**src/rtl/load_extract_unit_if.sv**
```systemverilog
// load_extract_unit_if: request/response handshake bundle for the load formatter.
// The master side drives requests and rsp_ready; the slave side is the formatter.
interface load_extract_unit_if #(
    parameter int unsigned DATA_W = 32
);
    localparam int unsigned OFF_W = $clog2(DATA_W / 8);

    logic              req_valid;
    logic              req_ready;
    logic [1:0]        req_size;
    logic              req_signed;
    logic [OFF_W-1:0]  req_off;
    logic [DATA_W-1:0] mdr;
    logic              rsp_valid;
    logic              rsp_ready;
    logic [DATA_W-1:0] rsp_data;
    logic              rsp_misaligned;

    modport master (
        output req_valid, req_size, req_signed, req_off, mdr, rsp_ready,
        input  req_ready, rsp_valid, rsp_data, rsp_misaligned
    );

    modport slave (
        input  req_valid, req_size, req_signed, req_off, mdr, rsp_ready,
        output req_ready, rsp_valid, rsp_data, rsp_misaligned
    );
endinterface

```
**src/rtl/load_extract_unit.sv**
```systemverilog
// load_extract_unit: registered load-data formatter (lane select, zero/sign extend).
// Optional macro LOAD_UNALIGNED_EN: merge misaligned half/word loads across two
// consecutive memory beats instead of flagging them with rsp_misaligned.
module load_extract_unit #(
    parameter int unsigned DATA_W     = 32,
    parameter bit          BIG_ENDIAN = 1'b1
) (
    input  logic               clk,
    input  logic               reset,
    load_extract_unit_if.slave bus
);
    localparam int unsigned NB    = DATA_W / 8;
    localparam int unsigned OFF_W = $clog2(NB);

    localparam logic [1:0] SZ_HALF = 2'b01;
    localparam logic [1:0] SZ_BYTE = 2'b10;

    // Byte at lane offset idx of a memory word, honouring lane order.
    function automatic logic [7:0] lane(input logic [DATA_W-1:0] word, input int unsigned idx);
        if (BIG_ENDIAN) return word[DATA_W-1-8*idx -: 8];
        else            return word[8*idx +: 8];
    endfunction

    // Builds the access byte sequence starting at off (bytes past the end of lo_word
    // wrap into hi_word), then extracts and extends it according to size/sign.
    function automatic logic [DATA_W-1:0] fmt(
        input logic [DATA_W-1:0] lo_word,
        input logic [DATA_W-1:0] hi_word,
        input logic [OFF_W-1:0]  off,
        input logic [1:0]        size,
        input logic              sgn
    );
        logic [DATA_W-1:0] seq;
        logic [DATA_W-1:0] res;
        logic [15:0]       half;
        logic              ext;
        int unsigned       pos;
        seq = '0;
        res = '0;
        ext = 1'b0;
        for (int unsigned k = 0; k < NB; k++) begin
            pos = (32'(off) + k) % NB;
            seq[8*k +: 8] = (k < NB - 32'(off)) ? lane(lo_word, pos) : lane(hi_word, pos);
        end
        half = BIG_ENDIAN ? {seq[7:0], seq[15:8]} : {seq[15:8], seq[7:0]};
        case (size)
            SZ_BYTE: begin
                ext = sgn & seq[7];
                res = {{(DATA_W-8){ext}}, seq[7:0]};
            end
            SZ_HALF: begin
                ext = sgn & half[15];
                res = {{(DATA_W-16){ext}}, half};
            end
            default: begin
                for (int unsigned k = 0; k < NB; k++) begin
                    if (BIG_ENDIAN) res[DATA_W-1-8*k -: 8] = seq[8*k +: 8];
                    else            res[8*k +: 8]          = seq[8*k +: 8];
                end
            end
        endcase
        return res;
    endfunction

    logic              r_rsp_valid;
    logic [DATA_W-1:0] r_rsp_data;
    logic              r_rsp_mis;

    logic              w_req_ready;
    logic              w_accept;
    logic              w_misaligned;
    logic              w_load;
    logic              w_mis;
    logic [DATA_W-1:0] w_data;

    assign w_req_ready = !r_rsp_valid || bus.rsp_ready;
    assign w_accept    = bus.req_valid && w_req_ready;

    // Alignment check on the incoming beat; bytes are never misaligned.
    always_comb begin
        w_misaligned = 1'b0;
        case (bus.req_size)
            SZ_BYTE: w_misaligned = 1'b0;
            SZ_HALF: w_misaligned = bus.req_off[0];
            default: w_misaligned = (bus.req_off != '0);
        endcase
    end

`ifdef LOAD_UNALIGNED_EN
    typedef enum logic {IDLE, WAIT_HI} state_t;

    state_t            r_state;
    state_t            w_next_state;
    logic [DATA_W-1:0] r_hold_data;
    logic [1:0]        r_hold_size;
    logic              r_hold_signed;
    logic [OFF_W-1:0]  r_hold_off;
    logic              w_hold_load;

    // State register.
    always_ff @(posedge clk) begin
        if (reset) r_state <= IDLE;
        else       r_state <= w_next_state;
    end

    // First-beat hold register; only bytes r_hold_off..NB-1 are consumed later.
    always_ff @(posedge clk) begin
        if (reset) begin
            r_hold_data   <= '0;
            r_hold_size   <= '0;
            r_hold_signed <= 1'b0;
            r_hold_off    <= '0;
        end else if (w_hold_load) begin
            r_hold_data   <= bus.mdr;
            r_hold_size   <= bus.req_size;
            r_hold_signed <= bus.req_signed;
            r_hold_off    <= bus.req_off;
        end
    end

    // Next-state and datapath control: split misaligned beats, merge on the second.
    always_comb begin
        w_next_state = r_state;
        w_hold_load  = 1'b0;
        w_load       = 1'b0;
        w_mis        = 1'b0;
        w_data       = fmt(bus.mdr, bus.mdr, bus.req_off, bus.req_size, bus.req_signed);
        case (r_state)
            IDLE: begin
                if (w_accept) begin
                    if (w_misaligned) begin
                        w_hold_load  = 1'b1;
                        w_next_state = WAIT_HI;
                    end else begin
                        w_load = 1'b1;
                    end
                end
            end
            WAIT_HI: begin
                if (w_accept) begin
                    w_load       = 1'b1;
                    w_data       = fmt(r_hold_data, bus.mdr, r_hold_off, r_hold_size, r_hold_signed);
                    w_next_state = IDLE;
                end
            end
            default: w_next_state = IDLE;
        endcase
    end
`else
    // Single-beat path: misaligned beats complete as zero data with the trap flag.
    always_comb begin
        w_load = w_accept;
        w_mis  = w_misaligned;
        w_data = w_misaligned ? '0 : fmt(bus.mdr, bus.mdr, bus.req_off, bus.req_size, bus.req_signed);
    end
`endif

    // Output register: loads on a completing beat, holds under backpressure.
    always_ff @(posedge clk) begin
        if (reset) begin
            r_rsp_valid <= 1'b0;
            r_rsp_data  <= '0;
            r_rsp_mis   <= 1'b0;
        end else if (w_load) begin
            r_rsp_valid <= 1'b1;
            r_rsp_data  <= w_data;
            r_rsp_mis   <= w_mis;
        end else if (bus.rsp_ready) begin
            r_rsp_valid <= 1'b0;
        end
    end

    assign bus.req_ready      = w_req_ready;
    assign bus.rsp_valid      = r_rsp_valid;
    assign bus.rsp_data       = r_rsp_data;
    assign bus.rsp_misaligned = r_rsp_mis;
endmodule

```
**src/flat_wrapper.sv**
```systemverilog
// flat-port wrapper written by rule: the top's interface ports become plain ports
module load_extract_unit_flat 
#(
    parameter int unsigned DATA_W     = 32,
    parameter bit          BIG_ENDIAN = 1'b1
)
  (clk, reset, bus_req_valid, bus_req_size, bus_req_signed, bus_req_off, bus_mdr, bus_rsp_ready, bus_req_ready, bus_rsp_valid, bus_rsp_data, bus_rsp_misaligned);
  load_extract_unit_if #(.DATA_W(DATA_W)) bus_i ();
  input  logic clk;
  input  logic reset;
  input wire logic [$bits(bus_i.req_valid)-1:0] bus_req_valid;
  input wire logic [$bits(bus_i.req_size)-1:0] bus_req_size;
  input wire logic [$bits(bus_i.req_signed)-1:0] bus_req_signed;
  input wire logic [$bits(bus_i.req_off)-1:0] bus_req_off;
  input wire logic [$bits(bus_i.mdr)-1:0] bus_mdr;
  input wire logic [$bits(bus_i.rsp_ready)-1:0] bus_rsp_ready;
  output wire logic [$bits(bus_i.req_ready)-1:0] bus_req_ready;
  output wire logic [$bits(bus_i.rsp_valid)-1:0] bus_rsp_valid;
  output wire logic [$bits(bus_i.rsp_data)-1:0] bus_rsp_data;
  output wire logic [$bits(bus_i.rsp_misaligned)-1:0] bus_rsp_misaligned;
  assign bus_i.req_valid = bus_req_valid;
  assign bus_i.req_size = bus_req_size;
  assign bus_i.req_signed = bus_req_signed;
  assign bus_i.req_off = bus_req_off;
  assign bus_i.mdr = bus_mdr;
  assign bus_i.rsp_ready = bus_rsp_ready;
  assign bus_req_ready = bus_i.req_ready;
  assign bus_rsp_valid = bus_i.rsp_valid;
  assign bus_rsp_data = bus_i.rsp_data;
  assign bus_rsp_misaligned = bus_i.rsp_misaligned;
  load_extract_unit #(.DATA_W(DATA_W), .BIG_ENDIAN(BIG_ENDIAN)) u_core (.clk(clk), .reset(reset), .bus(bus_i));
endmodule
```
**config.mk**
```make
export PLATFORM = sky130hd
export DESIGN_NAME = load_extract_unit_flat
export DESIGN_NICKNAME = d
export VERILOG_FILES = /design/src/rtl/load_extract_unit_if.sv /design/src/rtl/load_extract_unit.sv /design/src/flat_wrapper.sv
export SDC_FILE = /design/constraint.sdc
export NUM_CORES = 1
export LEC_CHECK = 0
export CORE_UTILIZATION = 44
export CTS_BUF_LIST = sky130_fd_sc_hd__clkbuf_8
export CTS_CLUSTER_SIZE = 24
export DETAILED_ROUTE_END_ITERATION = 8
export PLACE_DENSITY = 0.87
export SYNTH_ARGS = -nofsm -noshare
export SYNTH_HDL_FRONTEND = slang
export SYNTH_SLANG_ARGS = --single-unit
```
**constraint.sdc**
```tcl
create_clock -name clk -period 2.42 [get_ports clk]
set_clock_uncertainty 0.2 [all_clocks]
set_input_delay 0.242 -clock clk [delete_from_list [all_inputs] [get_ports clk]]
set_output_delay 0.242 -clock clk [all_outputs]
set_load 0.01 [all_outputs]
```
; ---- Word-level counts from Yosys, hierarchy flattened
; Cells that the tools add are included.
[totals]
output_inout_bits = 35
inputBits = 41
register_bits = 34
wordCells = 27
[classes]
addsub = 7
n_reduce_logical = 5
n_eq_ne = 2
n_mux = 5
shifts = 4
bitwise_logic = 1
[ops]
columns = op, count
row1 = 39-bit by 33-bit indexed part select with 8-bit output, 4
row2 = 32-bit case mux with 2 select lines, 1
row3 = 32-bit 2-to-1 mux, 1
row4 = 5-bit by 5-bit subtractor with 6-bit output (first input constant), 4
row5 = 2-bit adder (second input constant), 2
row6 = 2-bit nonzero test, 2
row7 = 2-bit by 1-bit adder with 2-bit output (second input constant), 1
row8 = 2-bit by 1-bit == test with 1-bit output (second input constant), 1
row9 = 2-bit == test (second input constant), 1
row10 = 1-bit 2-to-1 mux, 2
row11 = 1-bit case mux with 2 select lines, 1
row12 = 1-bit AND, 1
row13 = 1-bit logical AND, 1
row14 = 1-bit logical NOT, 1
row15 = 1-bit logical OR, 1

; ---- Logic depth before layout (Yosys ltp)
; Gate-level depths: netlist (run 1).
[logic_depth]
word_depth = 5
mapped_depth = 10
depth_no_buf = 6

; ---- Worst setup path before layout (run 1)
; OpenSTA, ideal clock, no wires.
[synth_timing]
kind = input-to-reg
start = input bus_req_off[1]
end = register u_core.r_rsp_data[1] (netlist: u_core.bus.rsp_data[1])
setup_slack_ns = -0.179
required_time_ns = 2.098
arrival_time_ns = 2.277
n_path_buf = 3
stages = 9
cell_sequence = buf_2 > clkbuf_1 > inv_1 > ha_1 > buf_2 > mux2_1 > a221oi_1 > nor4_1 > a221o_1
[synth_between]
elab_chain_len = 5
elab_cells_between_ends = 12
[synth_rtl]
columns = element, line
row1 = "start, declared", flat_wrapper.sv:14  ; input wire logic [$bits(bus_i.req_off)-1:0] bus_req_off;
row2 = 2-bit adder / 2-bit by 1-bit adder with 2-bit output (equally long branches), load_extract_unit.sv:42  ; pos = (32'(off) + k) % NB;
row3 = 5-bit by 5-bit subtractor with 6-bit output, load_extract_unit.sv:20  ; if (BIG_ENDIAN) return word[DATA_W-1-8*idx -: 8];
row4 = 39-bit by 33-bit indexed part select with 8-bit output, load_extract_unit.sv:20
row5 = 32-bit case mux with 2 select lines, load_extract_unit.sv:46  ; case (size)
row6 = 32-bit 2-to-1 mux *, load_extract_unit.sv:154  ; w_data = w_misaligned ? '0 : fmt(bus.mdr, bus.mdr, bus.req_off, bus.req_size, bus.req_signed);
row7 = "end signal, assigned", load_extract_unit.sv:166  ; r_rsp_data <= w_data;
row8 = "end, declared", load_extract_unit.sv:66  ; logic [DATA_W-1:0] r_rsp_data;
; Every way passes the cells marked *; elsewhere a longest branch is shown, timed or not.
; A chain may end at the register's enable or synchronous reset.

; ---- Worst setup path after layout (run 1)
[layout_timing]
start = input bus_req_off[1]
end = register u_core.r_rsp_data[6] (netlist: u_core.bus.rsp_data[6])
; The elaborated chain is that of the path after synthesis.

==> results.md, run 1 <==
- Status: finished clean
- Maximum number of pins on one net before global-route repair: 33
- WL per Instance: 19.6 um
- Mapped Cells: 228
- Post-layout nets: between 300 and 400
- Synth Warn #: 0
- FP Rows: 26
- Worst setup SP type: input pin
- Max_cap viols: 0
- Net count after synthesis: about 270
- Crit-path max FO: 17
- FILL cells: about 390
- Hold Buf Count CTS: 0
- Post-CTS setup buffers: 0
- First-pass GRT wire length: approximately 12000 um
- Root Driver: clkbuf_8
- Routed vias/inst: 6.40
- H-tree depth: 2
- Number of synthesized register bits: 34
- Final Hold Vio Count: 0
- Grt ovf: 0
- Setup-failing EPs final: 0
- Worst Hold Class: reg2reg
- Static leakage: 0.00131 uW
- Clk pin slew, worst setup/hold paths: about 0.08 ns
- Seq pwr share: 0.330
- Die height: 76.7 um
- P_int: about 1300 uW
- Syn Std Cell Area: 2460 um^2
- Core area: ~5200 um^2
- CTS Sinks: 34
- Ant. Diodes: 0
- Finished Layout Cells: 377
- Post-detail-place hpwl: 5170 um
- Antenna violations before repair: 0
- Fmax: 0.426 GHz
- Period utilization: 0.969
- Psw: 539 uW
- Pwr dens: 532 nW/um^2
- Crit. End Element: flip-flop
- Max-slew headroom: 0.489
- Util after Layout: 0.676
- Setup Crit Path Kind: in2reg
- Yosys top cell area share: 0.277
- EDFF count, synth: 0
- Hold WS: 0.277 ns
- DIE WIDTH: approximately 77 um
- Placed cells: 369
- Leading cell type in the layout, fill and taps excluded: clkdlybuf4s50_1
- Clock Latency Late Sink: 0.30 ns
- Switch share: 0.286
- Buffers added on ports: 75
- Num CTS Buffers: 5
- TritonCTS clock tree: built
- Logic pwr share: 0.329
- Cts repair resizes: 1
- Final wirelength: around 7400 um
- Layout cells sized above 1: 0.189
- Mean post-synth cell area: approximately 11 um^2
- Synth area leaders: dfxtp_1 28%, mux4_2 15%, mux2_1 13%, a22o_1 8.6%, a221o_1 5.7%
- DRT iter0 DRCs: 279
- Async SR Flop Fraction: 0
- Clock Path Buffers: 2
- Layout overhead on the synthesized area: 44.1%
- Slew Viols, Final: 0
- Post-synth top area cell: dfxtp_1
- Starting Density: 0.469
- Final GP Congestion: 0.858
- Worst vdd ir: 0.304 mV
- Min Clock Period, post-route: 2.35 ns
- RSZ-0062 raised after global routing: no
- CP max-delay cell: clkdlybuf4s50_1
- Sequential area share after synthesis: 0.277
- Ys flop type: dfxtp_1
- Vias in the first global route: 2411
- Most frequent cells in the layout: 74 x clkdlybuf4s50_1, 34 x dfxtp_1, 28 x mux2_1
- Drt first pass iters: 4
- DRC viols: 0
- WP data required: around 2.4 ns
- GRT Total Usage: 0.261
- Total negative slack: 0 ns
- Die footprint: approximately 5900 um^2
- # IOs: 76
- Post-route ant nets: 0
- CP peak stage delay: between 0.4 and 0.5 ns
- Yosys cell types: 37
- Clk network pwr share: 0.342
- Vias: 2411
- Worst-Margin Slew: 0.765 ns
- Arrival time at the worst endpoint: 2.34 ns
- Critical path cell sequence: clkdlybuf4s50_1 -> inv_1 -> ha_4 -> buf_12 -> mux2_1 -> a221oi_2 -> nor4_1 -> a221o_1
==> synthesized netlist by cell type (2+ instances only) <==
cell / number
nor2_1: 16
buf_2: 6
nand2_1: 4
a221oi_1: 14
nor4_1: 7
a21oi_1: 2
buf_6: 3
a22o_1: 24
ha_1: 3
clkbuf_1: 13
mux2_1: 28
a221o_1: 14
nand2b_1: 11
dfxtp_1: 34
inv_1: 5
o21ai_0: 7
mux4_2: 16
mux2i_1: 2
==> stage by stage <==
step | power (uW) | worst slack, ns | area, um^2
2_1_floorplan | 970 | 0.000346 | 2490
3_3_place_gp | 1210 | -0.159 | 3380
3_5_place_dp | 1230 | -0.204 | 3380
4_1_cts | 1860 | 0.00872 | 3520
5_1_grt | 1960 | 0.000597 | 3540
6_report | 1890 | 0.0742 | 3540
==> registers in the layout, summed over array words and instances (netlist names) <==
name,cells
u_core.bus.rsp_data,32
u_core.bus.rsp_misaligned,1
u_core.bus.rsp_valid,1
==> layout make-up <==
type | count | area [um^2] | share of cell area
Timing Repair Buffer | 94 | 951 | 0.269
Tap cell | 70 | 87.6 | 0.0247
Inverter | 6 | 22.5 | 0.00636
Clock inverter | 3 | 68.8 | 0.0194
Clock buffer | 5 | 68.8 | 0.0194
Sequential cell | 34 | 681 | 0.192
Multi-Input combinational cell | 165 | 1660 | 0.469
==> kinds of logic after synthesis <==
| family | Yosys count | synth area share |
|---|---|---|
| simple gates | 45 | 0.104 |
| fa+ha+maj | 3 | 0.0153 |
| compound gates | 69 | 0.242 |
| mux | 48 | 0.298 |
| buf+inv | 29 | 0.0631 |
| flops | 34 | 0.277 |
==> per-layer routing <==
| metal | track usage | share of wire | vias to the layer above |
|---|---|---|---|
| li1 | - | - | 1081 |
| met1 | 0.335 | 0.40 | 1175 |
| met2 | 0.420 | 0.49 | 132 |
| met3 | 0.0619 | 0.085 | 23 |
| met4 | 0.104 | 0.026 | 0 |
| met5 | 0 | 0 | - |
==> path summary, 6_finish.rpt <==
check / start / end / slack, ns / cells after the start
setup reg to reg: u_core.bus.rsp_valid / u_core.bus.rsp_data[10] / 0.57 / 5
hold reg to reg: u_core.bus.rsp_data[7] / u_core.bus.rsp_data[7] / 0.28 / 1
setup / recovery: bus_req_off[1] / u_core.bus.rsp_data[6] / 0.07 / 8
hold / removal: u_core.bus.rsp_data[7] / u_core.bus.rsp_data[7] / 0.28 / 1
==> power by group through the flow <==
stage / clock [uW] / combinational [uW] / sequential [uW]
final: 644 / 620 / 622
after global routing: 671 / 658 / 626
after CTS: 632 / 606 / 622
after detailed placement: 0 / 596 / 634
after global placement: 0 / 576 / 633
after floorplan: 0 / 324 / 646
==> critical path: cells and delay by family <==
family	cells	cell delay (ns)
multiplexers	1	0.36
AND/OR/NAND/NOR	1	0.11
adder cells (fa/ha/maj)	1	0.32
buffers and inverters	3	0.72
AO/OA/AOI/OAI	2	0.58
Note: power is estimated with default switching activity, not from simulation.
==> inputs of run 2 (changes only) <==
- ABC_AREA: not set -> 1
- CORE_UTILIZATION: 44 -> 45
- GPL_ROUTABILITY_DRIVEN: not set -> 0
==> results.md, run 2 <==
- GRT Total Usage: 0.257
- Leading cell type in the layout, fill and taps excluded: nand2_1
- Final Hold Vio Count: 0
- Wire length on met1: approximately 3200 um
- Worst-case reg-to-reg path depth: 5
- Buffers added on ports: 75
- Mapped Cells: ~440
- P_int: 1080 uW
- Finished Layout Cells: 574
- Worst vdd ir: 0.323 mV
- Max_cap viols: 0
- Pwr dens: about 480 nW/um^2
- Die height: 78.6 um
- Min Clock Period, post-route: 2.09 ns
- Reg area: between 600 and 700 um^2
- Seq pwr share: 0.372
- Post-route ant nets: 0
- Reg2reg setup slack: 0.96 ns
- Post-detail-place hpwl: between 5000 and 6000 um
- Most common cell in the netlist: nand2_1
- Ant. Diodes: 0
- Switch share: 0.347
- Net count after synthesis: 479
- Setup-failing EPs final: 0
- Maximum number of pins on one net before global-route repair: 36
- Layout overhead on the synthesized area: 31.8%
- Syn Std Cell Area: 2640 um^2
- Ys flop type: dfxtp_1
- Placed cells: about 570
- Met2 WL: approximately 3700 um
- Largest register FFs: 32
- Vias: 3142
- Psw: 575 uW
- # IOs: 76
- Layout cells sized above 1: 0.116
- Clk pin slew, worst setup/hold paths: 0.07 ns
- DRT iter0 DRCs: 239
- WHS Path Cells: 2
- DRC viols: 0
- Grt ovf: 0
- FILL cells: 526
- Crit. End Element: flip-flop
- Status: finished clean
- WL per Instance: between 10 and 15 um
- Post-synth top area cell: dfxtp_1
- Worst Hold Class: reg2reg
- Post-CTS setup buffers: 0
- Num CTS Buffers: 5
- RSZ-0062 raised after global routing: no
- Synth area leaders: dfxtp_1 26%, nand2_1 24%, nand3_1 13%, a21oi_1 8.0%, a21oi_2 4.3%
- Setup Crit Path Kind: in2reg
- WP data required: 2.38 ns
- Core area: 5570 um^2
- FP Rows: 27
- Cts repair resizes: 0
- Total negative slack: 0 ns
- Post-layout nets: 545
- Max layer used: met4
- Hold Startpoint: u_core.bus.rsp_data[2]
- Starting Density: 0.474
- Fmax: 0.480 GHz
- Worst setup SP type: input pin
- WL met3: 535 um
- Root Driver: clkbuf_8
- Static leakage: 0.00150 uW
- Placed Area: roughly 3400 um^2
- Logic pwr share: 0.365
- Vias in the first global route: approximately 3000
- Hold Crit Endpoint: u_core.bus.rsp_data[2]
- Number of synthesized register bits: 34
- Mean post-synth cell area: a little over 6 um^2
- Clock Latency Late Sink: 0.29 ns
- Top cells by count, synth: 166 x nand2_1, 66 x nand3_1, 42 x a21oi_1, 34 x dfxtp_1, 22 x nor2_1
- Arrival time at the worst endpoint: just over 2 ns
- Drt first pass iters: 5
- Final Total Pwr: 1660 uW
- Antenna violations before repair: 0
- Multi-input gate area: between 1500 and 2000 um^2
- EDFF count, synth: 0
- Most frequent cells in the layout: 166 x nand2_1, 75 x clkdlybuf4s50_1, 66 x nand3_1
- Routed vias/inst: 5.47
- Worst R2R Start: u_core.bus.rsp_valid
- Max-slew headroom: 0.679
- CTS Sinks: 34
- Fin area: approximately 3500 um^2
- Yosys top cell area share: 0.258
- TritonCTS clock tree: built
- Clk network pwr share: 0.264
- Slew Viols, Final: 0
- Final wirelength: 7660 um
- First-pass GRT wire length: 12600 um
- Clock Path Buffers: 2
- Sequential area share after synthesis: 0.258
- Crit-path max FO: 24
- Hold Buf Count CTS: 0
- Yosys cell types: 32
- Worst r2r dst: u_core.bus.rsp_data[6]
- Worst-Margin Slew: 0.482 ns
- Die footprint: 6180 um^2
- Async SR Flop Fraction: 0
- Period utilization: 0.862
- Synth Warn #: 0
- H-tree depth: 2
- DIE WIDTH: 78.6 um
==> run 2: cell types whose count changed after synthesis, sizes merged, moves of 7 or more <==
| cell | delta |
|---|---|
| or2 | +8 |
| mux4 | -17 |
| nor4 | -7 |
| mux2 | -29 |
| nand2b | -11 |
| buf | +7 |
| nand3 | +68 |
| a22o | -24 |
| a221o | -14 |
| inv | +16 |
| o21ai | +8 |
| a21oi | +52 |
| a221oi | -14 |
| nand2 | +169 |
==> run 2: how the worst max path moves through the flow <==
stage,start,to,depth (start not counted)
after CTS,bus_req_size[0],u_core.bus.rsp_data[5],10
after floorplan,bus_req_off[0],u_core.bus.rsp_data[2],13
after global routing,bus_req_size[0],u_core.bus.rsp_data[6],10
after detailed placement,bus_req_size[0],u_core.bus.rsp_data[5],10
final,bus_req_size[0],u_core.bus.rsp_data[3],10
after global placement,bus_req_size[0],u_core.bus.rsp_data[5],10
==> run 2: power groups by stage <==
stage          clock network (uW)  logic (uW)  registers (uW)
3_3_place_gp                    0         581             628
6_report                      437         604             616
2_1_floorplan                   0         364             641
3_5_place_dp                    0         594             628
5_1_grt                       461         662             620
4_1_cts                       431         597             616
==> run 2: stage by stage <==
stage,worst slack [ns],hold slack [ns],util
CTS,0.357,0.271,0.625
global route,0.190,0.287,0.625
detailed placement,0.0553,0.261,0.609
floorplan,0.339,0.267,-
finish,0.335,0.269,0.625
global placement,0.0824,0.258,0.609
==> run 2: cell type report <==
cell class,instances,share of cell area
Tap cell,72,0.0259
Clock inverter,2,0.00251
Multi-Input combinational cell,350,0.481
Timing Repair Buffer,87,0.245
Clock buffer,6,0.0237
Sequential cell,34,0.195
Inverter,23,0.0269
==> run 2: logic make-up after synthesis <==
group | after synthesis | synth area share
simple gates | 274 | 0.455
compound gates | 73 | 0.165
buf+inv | 51 | 0.109
flops | 34 | 0.258
fa+ha+maj | 3 | 0.0142
==> run 2: routing by layer <==
layer	vias to the layer above	global-route usage
met5	-	0
met4	0	0.111
met3	29	0.0512
met2	147	0.457
met1	1423	0.295
li1	1543	-
==> run 2: worst max-delay path, cell delays in order <==
cell and delay [ns]:
clkdlybuf4s50_1 0.48, inv_1 0.05, ha_1 0.40, buf_4 0.30, nor2_1 0.08, buf_4 0.16, nand3_1 0.09, nand3_1 0.11
nand2_1 0.08, a21oi_1 0.06
